## src/rtl/sdram_mc_arbiter_if.sv

```systemverilog
// Bus bundle between the SDRAM arbiter, its requester channels and the SDRAM controller.
// master = arbiter side, slave = the surrounding controller/requester side.
interface sdram_mc_arbiter_if #(
  parameter int N_CH   = 4,
  parameter int ADDR_W = 24,
  parameter int DATA_W = 16
);
  localparam int MASK_W = DATA_W / 8;

  // controller side
  logic                     sdram_rd;
  logic                     sdram_wr;
  logic [ADDR_W-1:0]        sdram_addr_x16;
  logic [DATA_W-1:0]        sdram_wdata;
  logic [MASK_W-1:0]        sdram_wmask;
  logic                     sdram_burst;
  logic                     sdram_ack;
  logic                     sdram_rdy;
  logic                     sdram_resp_valid;
  logic [DATA_W-1:0]        sdram_rdata;

  // requester side, channel i packed at [i*W +: W]
  logic [N_CH-1:0]          ch_rd;
  logic [N_CH-1:0]          ch_wr;
  logic [N_CH*ADDR_W-1:0]   ch_addr_x16;
  logic [N_CH*DATA_W-1:0]   ch_wdata;
  logic [N_CH*MASK_W-1:0]   ch_wmask;
  logic [N_CH-1:0]          ch_ack;
  logic [N_CH-1:0]          ch_rdy;
  logic [N_CH-1:0]          ch_resp_valid;
  logic [DATA_W-1:0]        ch_rdata;

  modport master (
    output sdram_rd, sdram_wr, sdram_addr_x16, sdram_wdata, sdram_wmask,
    output sdram_burst, sdram_ack,
    input  sdram_rdy, sdram_resp_valid, sdram_rdata,
    input  ch_rd, ch_wr, ch_addr_x16, ch_wdata, ch_wmask, ch_ack,
    output ch_rdy, ch_resp_valid, ch_rdata
  );

  modport slave (
    input  sdram_rd, sdram_wr, sdram_addr_x16, sdram_wdata, sdram_wmask,
    input  sdram_burst, sdram_ack,
    output sdram_rdy, sdram_resp_valid, sdram_rdata,
    output ch_rd, ch_wr, ch_addr_x16, ch_wdata, ch_wmask, ch_ack,
    input  ch_rdy, ch_resp_valid, ch_rdata
  );
endinterface

```

## src/rtl/sdram_mc_arbiter.sv

```systemverilog
// N-channel SDRAM arbiter: fixed priority for real-time channels, round-robin for the
// rest, with a starvation guard that forces a long-waiting non-RT channel through.
//
//   state   | meaning
//   --------+-----------------------------------------------------------------
//   S_IDLE  | no owner, all controller outputs 0; arbitration happens here only
//   S_OWNED | grant_q holds the owner; its signals are muxed until its ch_ack
module sdram_mc_arbiter #(
  parameter int              N_CH         = 4,
  parameter int              ADDR_W       = 24,
  parameter int              DATA_W       = 16,
  parameter int              WAITSTATES   = 2,
  parameter logic [N_CH-1:0] RT_MASK      = N_CH'(1),
  parameter logic [N_CH-1:0] BURST_MASK   = N_CH'(1),
  parameter int              STARVE_LIMIT = 8
) (
  input  logic                  clk_i,
  input  logic                  rst_i,
  sdram_mc_arbiter_if.master    bus,
  output logic [N_CH-1:0]       grant_o
);

  localparam int MASK_W = DATA_W / 8;
  localparam int IDX_W  = $clog2(N_CH);
  localparam int CNT_W  = 3;
  localparam int ST_W   = (STARVE_LIMIT > 0) ? $clog2(STARVE_LIMIT + 1) : 1;
  localparam logic [ST_W-1:0] ST_LIM = ST_W'(STARVE_LIMIT);

  typedef enum logic [0:0] {
    S_IDLE  = 1'b0,
    S_OWNED = 1'b1
  } state_t;

  state_t                     state_q, state_d;
  logic [N_CH-1:0]            grant_q, grant_d;
  logic [CNT_W-1:0]           cnt_q, cnt_d;
  logic [IDX_W-1:0]           rr_ptr_q, rr_ptr_d;
  logic [N_CH-1:0][ST_W-1:0]  starve_q, starve_d;

  logic [N_CH-1:0]            req;
  logic [N_CH-1:0]            nrt_req;
  logic                       ack_own;

  logic                       pick_vld;
  logic                       pick_rt;
  logic [IDX_W-1:0]           pick_idx;
  logic [N_CH-1:0]            pick_oh;
  logic                       rr_hi_vld, rr_lo_vld;
  logic [IDX_W-1:0]           rr_hi_idx, rr_lo_idx;

  // Burst channels only ever read, so their write strobe does not count as a request.
  assign req     = bus.ch_rd | (bus.ch_wr & ~BURST_MASK);
  assign nrt_req = req & ~RT_MASK;
  assign ack_own = |(grant_q & bus.ch_ack);

  // Winner selection; later stages override earlier ones, so the order below is
  // lowest to highest precedence: round-robin, real-time, starved.
  always_comb begin
    pick_vld  = 1'b0;
    pick_rt   = 1'b0;
    pick_idx  = '0;
    rr_hi_vld = 1'b0;
    rr_hi_idx = '0;
    rr_lo_vld = 1'b0;
    rr_lo_idx = '0;

    for (int i = 0; i < N_CH; i++) begin
      if (!rr_hi_vld && nrt_req[i] && (IDX_W'(i) > rr_ptr_q)) begin
        rr_hi_vld = 1'b1;
        rr_hi_idx = IDX_W'(i);
      end
      if (!rr_lo_vld && nrt_req[i]) begin
        rr_lo_vld = 1'b1;
        rr_lo_idx = IDX_W'(i);
      end
    end
    if (rr_hi_vld || rr_lo_vld) begin
      pick_vld = 1'b1;
      pick_idx = rr_hi_vld ? rr_hi_idx : rr_lo_idx;
    end

    for (int i = N_CH - 1; i >= 0; i--) begin
      if (RT_MASK[i] && req[i]) begin
        pick_vld = 1'b1;
        pick_rt  = 1'b1;
        pick_idx = IDX_W'(i);
      end
    end

    if (STARVE_LIMIT != 0) begin
      for (int i = N_CH - 1; i >= 0; i--) begin
        if (nrt_req[i] && (starve_q[i] >= ST_LIM)) begin
          pick_vld = 1'b1;
          pick_rt  = 1'b0;
          pick_idx = IDX_W'(i);
        end
      end
    end

    pick_oh = '0;
    for (int i = 0; i < N_CH; i++) begin
      pick_oh[i] = pick_vld && (pick_idx == IDX_W'(i));
    end
  end

  always_comb begin
    state_d  = state_q;
    grant_d  = grant_q;
    cnt_d    = cnt_q;
    rr_ptr_d = rr_ptr_q;

    case (state_q)
      S_IDLE: begin
        if (pick_vld) begin
          state_d = S_OWNED;
          grant_d = pick_oh;
          cnt_d   = CNT_W'(WAITSTATES);
          if (!pick_rt) begin
            rr_ptr_d = pick_idx;
          end
        end
      end
      S_OWNED: begin
        if (cnt_q != '0) begin
          cnt_d = cnt_q - 1'b1;
        end
        if (ack_own) begin
          state_d = S_IDLE;
          grant_d = '0;
          cnt_d   = '0;
        end
      end
      default: begin
        state_d = S_IDLE;
        grant_d = '0;
        cnt_d   = '0;
      end
    endcase
  end

  // RT channels and idle channels never accumulate wait credit.
  always_comb begin
    starve_d = starve_q;
    for (int i = 0; i < N_CH; i++) begin
      if (!nrt_req[i]) begin
        starve_d[i] = '0;
      end else if ((state_q == S_IDLE) && pick_vld) begin
        if (pick_oh[i]) begin
          starve_d[i] = '0;
        end else if (starve_q[i] < ST_LIM) begin
          starve_d[i] = starve_q[i] + 1'b1;
        end
      end
    end
  end

  always_ff @(posedge clk_i) begin
    if (rst_i) begin
      state_q  <= S_IDLE;
      grant_q  <= '0;
      cnt_q    <= '0;
      rr_ptr_q <= '0;
      starve_q <= '0;
    end else begin
      state_q  <= state_d;
      grant_q  <= grant_d;
      cnt_q    <= cnt_d;
      rr_ptr_q <= rr_ptr_d;
      starve_q <= starve_d;
    end
  end

  // AND-OR mux keyed on the one-hot grant; all zero when nobody owns the port.
  always_comb begin
    bus.sdram_rd       = 1'b0;
    bus.sdram_wr       = 1'b0;
    bus.sdram_addr_x16 = '0;
    bus.sdram_wdata    = '0;
    bus.sdram_wmask    = '0;
    bus.sdram_burst    = 1'b0;
    bus.sdram_ack      = 1'b0;
    for (int i = 0; i < N_CH; i++) begin
      if (grant_q[i]) begin
        bus.sdram_rd       = bus.ch_rd[i];
        bus.sdram_wr       = bus.ch_wr[i] & ~BURST_MASK[i];
        bus.sdram_addr_x16 = bus.ch_addr_x16[i*ADDR_W +: ADDR_W];
        bus.sdram_wdata    = bus.ch_wdata[i*DATA_W +: DATA_W];
        bus.sdram_wmask    = bus.ch_wmask[i*MASK_W +: MASK_W];
        bus.sdram_burst    = BURST_MASK[i];
        bus.sdram_ack      = bus.ch_ack[i];
      end
    end
  end

  assign bus.ch_rdy        = grant_q & {N_CH{(cnt_q == '0) && bus.sdram_rdy}};
  assign bus.ch_resp_valid = grant_q & {N_CH{bus.sdram_resp_valid}};
  assign bus.ch_rdata      = bus.sdram_rdata;
  assign grant_o           = grant_q;

  a_grant_onehot: assert property (@(posedge clk_i) disable iff (rst_i)
    $onehot0(grant_q));
  a_state_grant: assert property (@(posedge clk_i) disable iff (rst_i)
    (state_q == S_IDLE) == (grant_q == '0));

endmodule

```

## src/flat_wrapper.sv

```systemverilog
// flat-port wrapper written by rule: the top's interface ports become plain ports
module sdram_mc_arbiter_flat 
#(
  parameter int              N_CH         = 4,
  parameter int              ADDR_W       = 24,
  parameter int              DATA_W       = 16,
  parameter int              WAITSTATES   = 2,
  parameter logic [N_CH-1:0] RT_MASK      = N_CH'(1),
  parameter logic [N_CH-1:0] BURST_MASK   = N_CH'(1),
  parameter int              STARVE_LIMIT = 8
)
  (clk_i, rst_i, grant_o, bus_sdram_rd, bus_sdram_wr, bus_sdram_addr_x16, bus_sdram_wdata, bus_sdram_wmask, bus_sdram_burst, bus_sdram_ack, bus_sdram_rdy, bus_sdram_resp_valid, bus_sdram_rdata, bus_ch_rd, bus_ch_wr, bus_ch_addr_x16, bus_ch_wdata, bus_ch_wmask, bus_ch_ack, bus_ch_rdy, bus_ch_resp_valid, bus_ch_rdata);
  sdram_mc_arbiter_if #(.N_CH(N_CH), .ADDR_W(ADDR_W), .DATA_W(DATA_W)) bus_i ();
  input  logic clk_i;
  input  logic rst_i;
  output logic [N_CH-1:0] grant_o;
  output wire logic [$bits(bus_i.sdram_rd)-1:0] bus_sdram_rd;
  output wire logic [$bits(bus_i.sdram_wr)-1:0] bus_sdram_wr;
  output wire logic [$bits(bus_i.sdram_addr_x16)-1:0] bus_sdram_addr_x16;
  output wire logic [$bits(bus_i.sdram_wdata)-1:0] bus_sdram_wdata;
  output wire logic [$bits(bus_i.sdram_wmask)-1:0] bus_sdram_wmask;
  output wire logic [$bits(bus_i.sdram_burst)-1:0] bus_sdram_burst;
  output wire logic [$bits(bus_i.sdram_ack)-1:0] bus_sdram_ack;
  input wire logic [$bits(bus_i.sdram_rdy)-1:0] bus_sdram_rdy;
  input wire logic [$bits(bus_i.sdram_resp_valid)-1:0] bus_sdram_resp_valid;
  input wire logic [$bits(bus_i.sdram_rdata)-1:0] bus_sdram_rdata;
  input wire logic [$bits(bus_i.ch_rd)-1:0] bus_ch_rd;
  input wire logic [$bits(bus_i.ch_wr)-1:0] bus_ch_wr;
  input wire logic [$bits(bus_i.ch_addr_x16)-1:0] bus_ch_addr_x16;
  input wire logic [$bits(bus_i.ch_wdata)-1:0] bus_ch_wdata;
  input wire logic [$bits(bus_i.ch_wmask)-1:0] bus_ch_wmask;
  input wire logic [$bits(bus_i.ch_ack)-1:0] bus_ch_ack;
  output wire logic [$bits(bus_i.ch_rdy)-1:0] bus_ch_rdy;
  output wire logic [$bits(bus_i.ch_resp_valid)-1:0] bus_ch_resp_valid;
  output wire logic [$bits(bus_i.ch_rdata)-1:0] bus_ch_rdata;
  assign bus_sdram_rd = bus_i.sdram_rd;
  assign bus_sdram_wr = bus_i.sdram_wr;
  assign bus_sdram_addr_x16 = bus_i.sdram_addr_x16;
  assign bus_sdram_wdata = bus_i.sdram_wdata;
  assign bus_sdram_wmask = bus_i.sdram_wmask;
  assign bus_sdram_burst = bus_i.sdram_burst;
  assign bus_sdram_ack = bus_i.sdram_ack;
  assign bus_i.sdram_rdy = bus_sdram_rdy;
  assign bus_i.sdram_resp_valid = bus_sdram_resp_valid;
  assign bus_i.sdram_rdata = bus_sdram_rdata;
  assign bus_i.ch_rd = bus_ch_rd;
  assign bus_i.ch_wr = bus_ch_wr;
  assign bus_i.ch_addr_x16 = bus_ch_addr_x16;
  assign bus_i.ch_wdata = bus_ch_wdata;
  assign bus_i.ch_wmask = bus_ch_wmask;
  assign bus_i.ch_ack = bus_ch_ack;
  assign bus_ch_rdy = bus_i.ch_rdy;
  assign bus_ch_resp_valid = bus_i.ch_resp_valid;
  assign bus_ch_rdata = bus_i.ch_rdata;
  sdram_mc_arbiter #(.N_CH(N_CH), .ADDR_W(ADDR_W), .DATA_W(DATA_W), .WAITSTATES(WAITSTATES), .RT_MASK(RT_MASK), .BURST_MASK(BURST_MASK), .STARVE_LIMIT(STARVE_LIMIT)) u_core (.clk_i(clk_i), .rst_i(rst_i), .bus(bus_i), .grant_o(grant_o));
endmodule
```

## config.mk

```make
export PLATFORM = sky130hd
export DESIGN_NAME = sdram_mc_arbiter_flat
export DESIGN_NICKNAME = d
export VERILOG_FILES = /design/src/rtl/sdram_mc_arbiter_if.sv /design/src/rtl/sdram_mc_arbiter.sv /design/src/flat_wrapper.sv
export SDC_FILE = /design/constraint.sdc
export NUM_CORES = 1
export LEC_CHECK = 0
export CAP_MARGIN = 20
export CORE_AREA = 2 2 105 107
export DETAILED_ROUTE_END_ITERATION = 8
export DIE_AREA = 0 0 107 109
export PLACE_DENSITY = 0.78
export SETUP_SLACK_MARGIN = 0.05
export SYNTH_ARGS = -nofsm -noshare
export SYNTH_HDL_FRONTEND = slang
export SYNTH_SLANG_ARGS = --single-unit
```

## constraint.sdc

```tcl
create_clock -name clk_i -period 1.8 [get_ports clk_i]
set_clock_uncertainty 0.05 [all_clocks]
set_input_delay 0.36 -clock clk_i [delete_from_list [all_inputs] [get_ports clk_i]]
set_output_delay 0.36 -clock clk_i [all_outputs]
set_load 0.05 [all_outputs]
```

Yosys cells after proc, flatten, opt, wreduce, memory -nomap -nowiden:

Index checks and enable logic that the tools add are counted.

* add/subtract/negate cells: 4
* order comparisons: 9
* equal/unequal tests: 6
* multiplexer cells: 70
* bitwise logic cells: 9
* reduce and logical (&&, ||, !) cells: 37

Operator list (number)
* 2-to-1 mux 24 bit: 4
* 2-to-1 mux 16 bit: 4
* 2-to-1 mux 1 bit: 34
* 2-to-1 mux 4 bit: 8
* 2-to-1 mux 2 bit: 14
* logical AND 1 bit: 16
* adder 4 x 1 -> 4 bit, second input constant: 3
* AND 4 bit: 3
* greater-or-equal comparator 4 bit, second input constant: 3
* less-than comparator 4 bit, second input constant: 3
* AND reduction 2 bit: 5
* 2-to-1 mux 3 bit: 3
* case mux 4 bit (2 select lines): 1
* case mux 3 bit (2 select lines): 1
* nonzero test 2 bit: 3
* OR reduction 2 bit: 3
* inverter 1 bit: 5
* equality test 2 bit, second input constant: 2
* greater-than comparator 2 bit, first input constant: 2
* logical NOT 1 bit: 4
* OR 4 bit: 1
* OR reduction 4 bit: 1
* logical NOT 3 bit: 1
* inequality test 3 bit, second input constant: 1
* other kinds (10): 10

* bits in registers: 22
* bits of input ports: 200
* output and inout port bits: 74
* word-level logic and storage cells: 142

Logic depth before layout (Yosys ltp):

Gate-level depths: netlist (run 1).

* word-level depth: 21
* mapped depth: 6
* gate-level depth less buffers: 6

Least setup slack after synthesis (run 1):

Ideal clock, no wire load.

* path type: register -> output
* start: register u_core.grant_q[2], in the netlist u_core.grant_o[2]
* end: output bus_sdram_ack
* arrival: 2.729 ns
* data required time: 1.390 ns
* slack: -1.339 ns
* stages on the path, launching flop included: 6
* path buffers: 3
* cell sequence: dfxtp_1 -> clkbuf_1 -> clkbuf_1 -> clkbuf_1 -> nor2_1 -> o31ai_1

* word-level cells in the longest chain between the ends: 2

Ends and longest elaborated chain
* start: declaration: RTL line sdram_mc_arbiter.sv:35 `logic [N_CH-1:0] grant_q, grant_d;`
* start signal: assignment: RTL line sdram_mc_arbiter.sv:166 `grant_q <= grant_d;`
* 2-to-1 mux 1 bit (2 in a row): RTL line sdram_mc_arbiter.sv:183 `if (grant_q[i]) begin`
* end: declaration: RTL line flat_wrapper.sv:23 `output wire logic [$bits(bus_i.sdram_ack)-1:0] bus_sdram_ack;`

Every way passes these cells.

Final worst setup path (run 1):

* start: register u_core.grant_q[3], in the netlist u_core.grant_o[3]
* end: output bus_sdram_wdata[1]

* word-level cells in the longest chain between the ends: 1

Ends and longest elaborated chain
* 2-to-1 mux 16 bit: RTL line sdram_mc_arbiter.sv:183
* end: declaration: RTL line flat_wrapper.sv:20 `output wire logic [$bits(bus_i.sdram_wdata)-1:0] bus_sdram_wdata;`

Every way passes these cells.

==> results of run 1 <==
logic make-up after synthesis:
kind of cell	Yosys count	share of synthesized area
buffers and inverters	58	0.111
AO/OA/AOI/OAI	185	0.507
flip-flops	22	0.175
XOR/XNOR	2	0.00697
adder cells (fa/ha/maj)	8	0.0398
multiplexers	1	0.00398
AND/OR/NAND/NOR	69	0.156
report_power, final:
group          internal (mW)  switching (mW)  leakage [nW]  total (mW)
clock                  0.297           0.172        0.0357       0.470
sequential             0.514          0.0338         0.183       0.548
combinational           1.41            1.32          2.43        2.72
total                   2.22            1.52          2.65        3.74
final timing paths:
path	from	end	slack (ns)	depth (start not counted)
worst max-delay path	u_core.grant_o[3]	bus_sdram_wdata[1]	-0.28	7
worst min-delay path	u_core.starve_q[5]	u_core.starve_q[5]	0.44	2
worst max register to register	u_core.grant_o[3]	u_core.grant_o[1]	0.08	7
worst min register to register	u_core.starve_q[5]	u_core.starve_q[5]	0.44	2
cell usage in the layout, fill, tap and decap left out, drive strengths merged, types with 3 or more instances in the layout:
master,instances
a21o,4
a22oi,88
nor3,3
nor4,5
inv,15
nand2,21
dfxtp,22
and3,5
clkbuf,6
clkdlybuf4s50,173
dlygate4sd2,3
o21ai,50
buf,145
nor3b,4
ha,8
a41o,3
a21oi,16
and2,4
nor2,13
layer usage:
layer  vias to the layer above  global-route usage
met5                         -                   0
met4                         2              0.0538
met3                        32              0.0885
met2                       202               0.429
met1                      1972               0.269
li1                       1917                   -
cell type report:
| cell class | count | area (sq um) |
|---|---|---|
| antenna | 1 | 2.50 |
| clock buffer | 3 | 41.3 |
| clock inverter | 1 | 30.0 |
| fill | 759 | 3330 |
| inverter | 15 | 58.8 |
| multi-input combinational | 265 | 2710 |
| sequential | 22 | 455 |
| tap | 140 | 175 |
| timing repair buffer | 324 | 3800 |
state kept, by name (all words and copies together), names as in the netlist:
signal           count
u_core.starve_q     12
u_core.state_q       1
u_core.cnt_q         3
u_core.grant_o       4
u_core.rr_ptr_q      2
through the flow:
| step | total power, mW | worst slack [ns] | util | setup TNS, ns |
|---|---|---|---|---|
| after CTS | 3.64 | -0.259 | 0.668 | -10.33 |
| final | 3.74 | -0.276 | 0.686 | -10.13 |
| after floorplan | 1.77 | -0.137 | - | -4.31 |
| after detailed placement | 3.00 | -0.586 | 0.616 | -12.60 |
| after global routing | 3.87 | -0.362 | 0.686 | -14.00 |
| after global placement | 2.97 | -0.485 | 0.616 | -10.21 |
timing repair:
action                     4_1_cts  5_1_grt
gates cloned                     1        1
pin swaps                       24       12
resized for setup               86       40
setup endpoints to repair       71       73
buffers inserted                23        8
worst max-delay path: cells and delay by family, from the launching register on:
family / cells / cell delay, ns
AO/OA/AOI/OAI: 2 / 0.16
buffers and inverters: 4 / 0.59
flip-flops: 1 / 0.36
AND/OR/NAND/NOR: 1 / 0.28
==> flow_results.xml, run 1 <==
<?xml version="1.0" encoding="UTF-8"?>
<metrics>
  <group name="yosys">
    <metric name="netlist.area_leader.share" unit="">0.263</metric>
    <metric name="yosysTopAreaCell" unit="">sky130_fd_sc_hd__a22oi_1</metric>
    <metric name="synth_nets" unit="">553</metric>
    <metric name="yosysUniqueCellTypes" unit="">57</metric>
    <metric name="ys_seq_area_frac" unit="">0.175</metric>
    <metric name="synth_top_flop_cell" unit="">sky130_fd_sc_hd__dfxtp_1</metric>
    <metric name="postSynth.asyncResetShare" unit="">0</metric>
    <metric name="synthMostInstantiatedCell" unit="">sky130_fd_sc_hd__a22oi_1</metric>
    <metric name="synthesis.instances" unit="">345</metric>
    <metric name="synth-seq-cells" unit="">22</metric>
    <metric name="synth.top_cells.by_area" unit="">sky130_fd_sc_hd__a22oi_1, sky130_fd_sc_hd__dfxtp_1, sky130_fd_sc_hd__o21ai_0</metric>
    <metric name="syn_area" unit="sq mm">0.00251</metric>
    <metric name="synthTopCellsByCount" unit="">sky130_fd_sc_hd__a22oi_1, sky130_fd_sc_hd__o21ai_0, sky130_fd_sc_hd__clkbuf_1, sky130_fd_sc_hd__dfxtp_1, sky130_fd_sc_hd__nand2_1</metric>
    <metric name="synth_enable_flop_cells" unit="">0</metric>
    <metric name="avgSynthCellArea" unit="sq um">7.29</metric>
    <metric name="synthesis.yosys.warnings" unit="">0</metric>
  </group>
  <group name="sta">
    <metric name="finalMaxSlewViolations" unit="">0</metric>
    <metric name="worst_slew_margin_rel" unit="">0.703</metric>
    <metric name="hold-worst-slack" unit="ns">0.443</metric>
    <metric name="setup-violations-final" unit="">48</metric>
    <metric name="final.period_utilization" unit="">1.15</metric>
    <metric name="rsz0062_at_grt" unit="">true</metric>
    <metric name="hold_viol_final" unit="">0</metric>
    <metric name="worst_max_slew_pin_slew" unit="ns">0.443</metric>
    <metric name="post-route-min-period" unit="ns">2.08</metric>
    <metric name="finalWorstSetupSlack" unit="ns">-0.276</metric>
    <metric name="timing.fmax" unit="GHz">0.482</metric>
  </group>
  <group name="clock_network">
    <metric name="clk_path_buf_depth" unit="">2</metric>
    <metric name="clock-root-buffer" unit="">sky130_fd_sc_hd__clkbuf_8</metric>
    <metric name="worstSkewPairLatency" unit="ns">0.27</metric>
    <metric name="clk_pin_slew_worst_paths" unit="ns">0.08</metric>
    <metric name="cts.sinks" unit="">22</metric>
    <metric name="cts_made_buffers" unit="">3</metric>
    <metric name="cts_hold_buf" unit="">0</metric>
    <metric name="cts_tree" unit="">yes</metric>
    <metric name="h_tree_levels" unit="">1</metric>
  </group>
  <group name="grt">
    <metric name="antenna_found_initial" unit="">2</metric>
    <metric name="maximum_number_of_pins_on_one_net_before_global_route_repair" unit="">27</metric>
    <metric name="grt_pass1_vias" unit="">4198</metric>
    <metric name="grt-ovfl-total" unit="">0</metric>
    <metric name="wire_length_of_the_first_global_routing_pass" unit="mm">22.1</metric>
    <metric name="groute.usage.overall" unit="">0.239</metric>
  </group>
  <group name="placed_design">
    <metric name="place_area" unit="sq mm">0.00653</metric>
    <metric name="placed_cell_count" unit="">739</metric>
    <metric name="gp_congestion" unit="">0.900</metric>
    <metric name="dp.final_hpwl" unit="mm">11.7</metric>
    <metric name="port_buffers" unit="">240</metric>
  </group>
  <group name="detailed_routing">
    <metric name="drt_pre_antenna_iters" unit="">4</metric>
    <metric name="final_antenna_net_count" unit="">0</metric>
    <metric name="m1WireLength" unit="mm">5.62</metric>
    <metric name="met3RoutedLength" unit="mm">1.60</metric>
    <metric name="routed_wirelength" unit="mm">15.8</metric>
    <metric name="topRoutingLayerUsed" unit="">met5</metric>
    <metric name="vias_per_cell" unit="">5.35</metric>
    <metric name="drc_errors" unit="">0</metric>
    <metric name="dr.first_iter.drc_count" unit="">225</metric>
    <metric name="met2RoutedLength" unit="mm">8.18</metric>
    <metric name="avgRoutedWirePerCell" unit="um">20.4</metric>
    <metric name="dr_total_vias" unit="">4125</metric>
  </group>
  <group name="worst_setup_path">
    <metric name="crit_fanout" unit="">8</metric>
    <metric name="critical_path_s_slowest_cell" unit="">sky130_fd_sc_hd__dfxtp_4</metric>
    <metric name="timing.critical_path.from_type" unit="">flip-flop</metric>
    <metric name="slowest_delay" unit="ns">0.36</metric>
    <metric name="critical_path_data_arrival_time" unit="ns">1.67</metric>
    <metric name="critical_path_class" unit="">flip-flop to output pin</metric>
    <metric name="worstPathCellList" unit="">nor4b_4 &gt; buf_6 &gt; buf_12 &gt; buf_8 &gt; a22oi_2 &gt; o21ai_4 &gt; buf_12</metric>
    <metric name="required" unit="ns">1.39</metric>
    <metric name="crit_path_frequent_cell" unit="">sky130_fd_sc_hd__buf_12</metric>
    <metric name="critical_path.endpoint_type" unit="">output pin</metric>
  </group>
  <group name="power_and_ir_drop">
    <metric name="vdd_ir_drop_max" unit="mV">0.383</metric>
    <metric name="power.static_leakage" unit="nW">2.65</metric>
    <metric name="power_density" unit="mW/mm^2">514</metric>
  </group>
  <group name="final_layout">
    <metric name="layout.cells.non_filler" unit="">771</metric>
    <metric name="post_route_cells_drive_above_1_share" unit="">0.462</metric>
    <metric name="design_area_final" unit="sq mm">0.00727</metric>
    <metric name="finish.net_count" unit="">839</metric>
    <metric name="area_growth_syn_to_layout" unit="%">189</metric>
  </group>
  <group name="floorplanning">
    <metric name="start_util" unit="">0.237</metric>
    <metric name="core_region_area" unit="sq mm">0.0106</metric>
    <metric name="floorplan.io_pins" unit="">274</metric>
    <metric name="die_h" unit="um">109</metric>
    <metric name="chipWidth" unit="um">107</metric>
    <metric name="design.die.area" unit="sq mm">0.0117</metric>
    <metric name="rows" unit="">38</metric>
  </group>
  <group name="flow_run">
    <metric name="timing.max_cap.violations" unit="">0</metric>
  </group>
  <group name="min_path">
    <metric name="holdCritPathClass" unit="">flip-flop to flip-flop</metric>
  </group>
  <group name="status">
    <metric name="violated_checks" unit="">setup timing</metric>
    <metric name="status" unit="">finished with violations</metric>
  </group>
</metrics>
Power figures use the tool's default switching activity.
==> inputs of run 2 (changes only) <==
TNS_END_PERCENT = 1   (was not set)
==> run 2 against run 1 <==
The flow still finishes with violations (setup timing); critical path type unchanged; combinational power decreased by 7%; hold slack lost 0.014 ns; first-iteration DRC count is 28% lower; design area is 7.4% lower; sequential power about the same; power is 9.1% lower; sequential share of layout area is 0.50 points higher; fmax shrank 1.1%.
==> flow_results.xml, run 2 (synthesis gave the netlist of run 1 again) <==
<?xml version="1.0" encoding="UTF-8"?>
<metrics>
  <group name="clock_network">
    <metric name="clk_path_buf_depth" unit="">2</metric>
    <metric name="h_tree_levels" unit="">1</metric>
    <metric name="clk_pin_slew_worst_paths" unit="ns">0.08</metric>
    <metric name="cts_made_buffers" unit="">3</metric>
    <metric name="cts.sinks" unit="">22</metric>
    <metric name="clock-root-buffer" unit="">sky130_fd_sc_hd__clkbuf_8</metric>
    <metric name="cts_tree" unit="">yes</metric>
    <metric name="worstSkewPairLatency" unit="ns">0.26</metric>
  </group>
  <group name="power_and_ir_drop">
    <metric name="totalPowerFinal" unit="mW">3.40</metric>
    <metric name="power.static_leakage" unit="nW">2.41</metric>
    <metric name="power_density" unit="mW/mm^2">505</metric>
    <metric name="vdd_ir_drop_max" unit="mV">0.347</metric>
  </group>
  <group name="grt">
    <metric name="grt_pass1_vias" unit="">3834</metric>
    <metric name="wire_length_of_the_first_global_routing_pass" unit="mm">20.7</metric>
    <metric name="maximum_number_of_pins_on_one_net_before_global_route_repair" unit="">50</metric>
    <metric name="antenna_found_initial" unit="">0</metric>
    <metric name="groute.usage.overall" unit="">0.224</metric>
    <metric name="grt-ovfl-total" unit="">0</metric>
  </group>
  <group name="final_layout">
    <metric name="post_route_cells_drive_above_1_share" unit="">0.365</metric>
    <metric name="most_frequent_cells_in_the_layout" unit="">sky130_fd_sc_hd__clkdlybuf4s50_1, sky130_fd_sc_hd__a22oi_1, sky130_fd_sc_hd__buf_12</metric>
    <metric name="fillers" unit="">854</metric>
    <metric name="antenna_cells" unit="">0</metric>
    <metric name="finish.net_count" unit="">806</metric>
    <metric name="area_growth_syn_to_layout" unit="%">168</metric>
    <metric name="most_common_cell_after_layout_fill_and_taps_aside" unit="">sky130_fd_sc_hd__clkdlybuf4s50_1</metric>
    <metric name="max_ffs_per_register" unit="">12</metric>
    <metric name="largest-register" unit="">u_core.starve_q</metric>
  </group>
  <group name="min_path">
    <metric name="holdCritPathClass" unit="">flip-flop to flip-flop</metric>
    <metric name="timing.hold.worst.start" unit="">u_core.starve_q[4]</metric>
  </group>
  <group name="detailed_routing">
    <metric name="dr.first_iter.drc_count" unit="">162</metric>
    <metric name="final_antenna_net_count" unit="">0</metric>
    <metric name="dr_total_vias" unit="">3937</metric>
    <metric name="drc_errors" unit="">0</metric>
    <metric name="avgRoutedWirePerCell" unit="um">20.2</metric>
    <metric name="routed_wirelength" unit="mm">14.9</metric>
    <metric name="vias_per_cell" unit="">5.34</metric>
    <metric name="drt_pre_antenna_iters" unit="">4</metric>
  </group>
  <group name="sta">
    <metric name="rsz0062_at_grt" unit="">true</metric>
    <metric name="final.period_utilization" unit="">1.17</metric>
    <metric name="worst_max_slew_pin_slew" unit="ns">0.458</metric>
    <metric name="worst_slew_margin_rel" unit="">0.693</metric>
    <metric name="hold-worst-slack" unit="ns">0.429</metric>
    <metric name="post-route-min-period" unit="ns">2.10</metric>
    <metric name="timing.fmax" unit="GHz">0.476</metric>
    <metric name="setup_tns" unit="ns">-11.69</metric>
    <metric name="setup-violations-final" unit="">46</metric>
    <metric name="finalWorstSetupSlack" unit="ns">-0.300</metric>
    <metric name="finalMaxSlewViolations" unit="">0</metric>
    <metric name="hold_viol_final" unit="">0</metric>
  </group>
  <group name="floorplanning">
    <metric name="start_util" unit="">0.237</metric>
    <metric name="floorplan.io_pins" unit="">274</metric>
    <metric name="rows" unit="">38</metric>
    <metric name="chipWidth" unit="um">107</metric>
    <metric name="design.die.area" unit="sq mm">0.0117</metric>
    <metric name="core_region_area" unit="sq mm">0.0106</metric>
    <metric name="die_h" unit="um">109</metric>
  </group>
  <group name="status">
    <metric name="violated_checks" unit="">setup timing</metric>
    <metric name="status" unit="">finished with violations</metric>
  </group>
  <group name="worst_setup_path">
    <metric name="required" unit="ns">1.39</metric>
    <metric name="critical_path_class" unit="">flip-flop to output pin</metric>
    <metric name="timing.critical_path.from" unit="">u_core.grant_o[3]</metric>
    <metric name="crit_path_frequent_cell" unit="">sky130_fd_sc_hd__buf_12</metric>
    <metric name="timing.critical_path.from_type" unit="">flip-flop</metric>
    <metric name="critical_path_data_arrival_time" unit="ns">1.69</metric>
    <metric name="worstPathCellList" unit="">nor4b_4 &gt; buf_4 &gt; buf_12 &gt; a22oi_1 &gt; o21ai_2 &gt; buf_12</metric>
    <metric name="reg2reg_from" unit="">u_core.rr_ptr_q[0]</metric>
    <metric name="critical_path.endpoint_type" unit="">output pin</metric>
    <metric name="critical_path_s_slowest_cell" unit="">sky130_fd_sc_hd__dfxtp_4</metric>
    <metric name="setup_slack_on_the_worst_flop_to_flop_path" unit="ns">0.07</metric>
    <metric name="crit_fanout" unit="">11</metric>
    <metric name="slowest_delay" unit="ns">0.38</metric>
  </group>
  <group name="flow_run">
    <metric name="timing.max_cap.violations" unit="">0</metric>
  </group>
  <group name="placed_design">
    <metric name="dp.final_hpwl" unit="mm">11.5</metric>
    <metric name="gp_congestion" unit="">0.964</metric>
    <metric name="port_buffers" unit="">240</metric>
  </group>
</metrics>
## run 2: per-stage QoR
stage	utilization	instance area [sq um]	cells	setup WS [ns]
floorplan	-	3120	345	-0.140
global placement	0.600	6360	726	-0.505
detailed placement	0.600	6360	726	-0.549
CTS	0.610	6470	730	-0.325
global route	0.635	6730	737	-0.341
finish	0.635	6730	737	-0.300
## run 2: report_power, final
group	internal, mW	switching (mW)	leakage, nW	total (mW)
Clock	0.152	0.165	0.0231	0.318
Combinational	1.29	1.25	2.21	2.53
Sequential	0.514	0.0328	0.183	0.547
## run 2: metal layers
metal  wire length [um]  global-route usage
met1               5460               0.252
met5                  0                   0
met2               7560               0.399
met3               1580              0.0909
met4                263              0.0455
## run 2: area by class of cell
class | count | area (sq um) | share of cell area
timing repair buffer | 291 | 3480 | 0.517
clock buffer | 3 | 41.3 | 0.00613
sequential | 22 | 455 | 0.0677
inverter | 15 | 56.3 | 0.00836
multi-input combinational | 265 | 2520 | 0.374
tap | 140 | 175 | 0.0260
clock inverter | 1 | 3.75 | 0.000558
## run 2: path summary, 6_finish.rpt
kind	end	cells after the start
min	u_core.starve_q[4]	2
min reg2reg	u_core.starve_q[4]	2
max	bus_sdram_wdata[10]	6
max reg2reg	u_core.starve_q[11]	5
## run 2: worst max-delay path, delay by kind of cell, from the launching register on
| family | cells | cell delay (ns) |
|---|---|---|
| and+or+nand+nor | 1 | 0.32 |
| AOI/OAI and AO/OA | 2 | 0.21 |
| buffers and inverters | 3 | 0.52 |
| DFF | 1 | 0.38 |
## run 2: repair_timing
action	4_1_cts	5_1_grt
setup endpoints to repair	73	70
buffers inserted	0	3
pin swaps	5	12
hold buffers	0	0
gates resized for setup	23	43
cloned	0	4
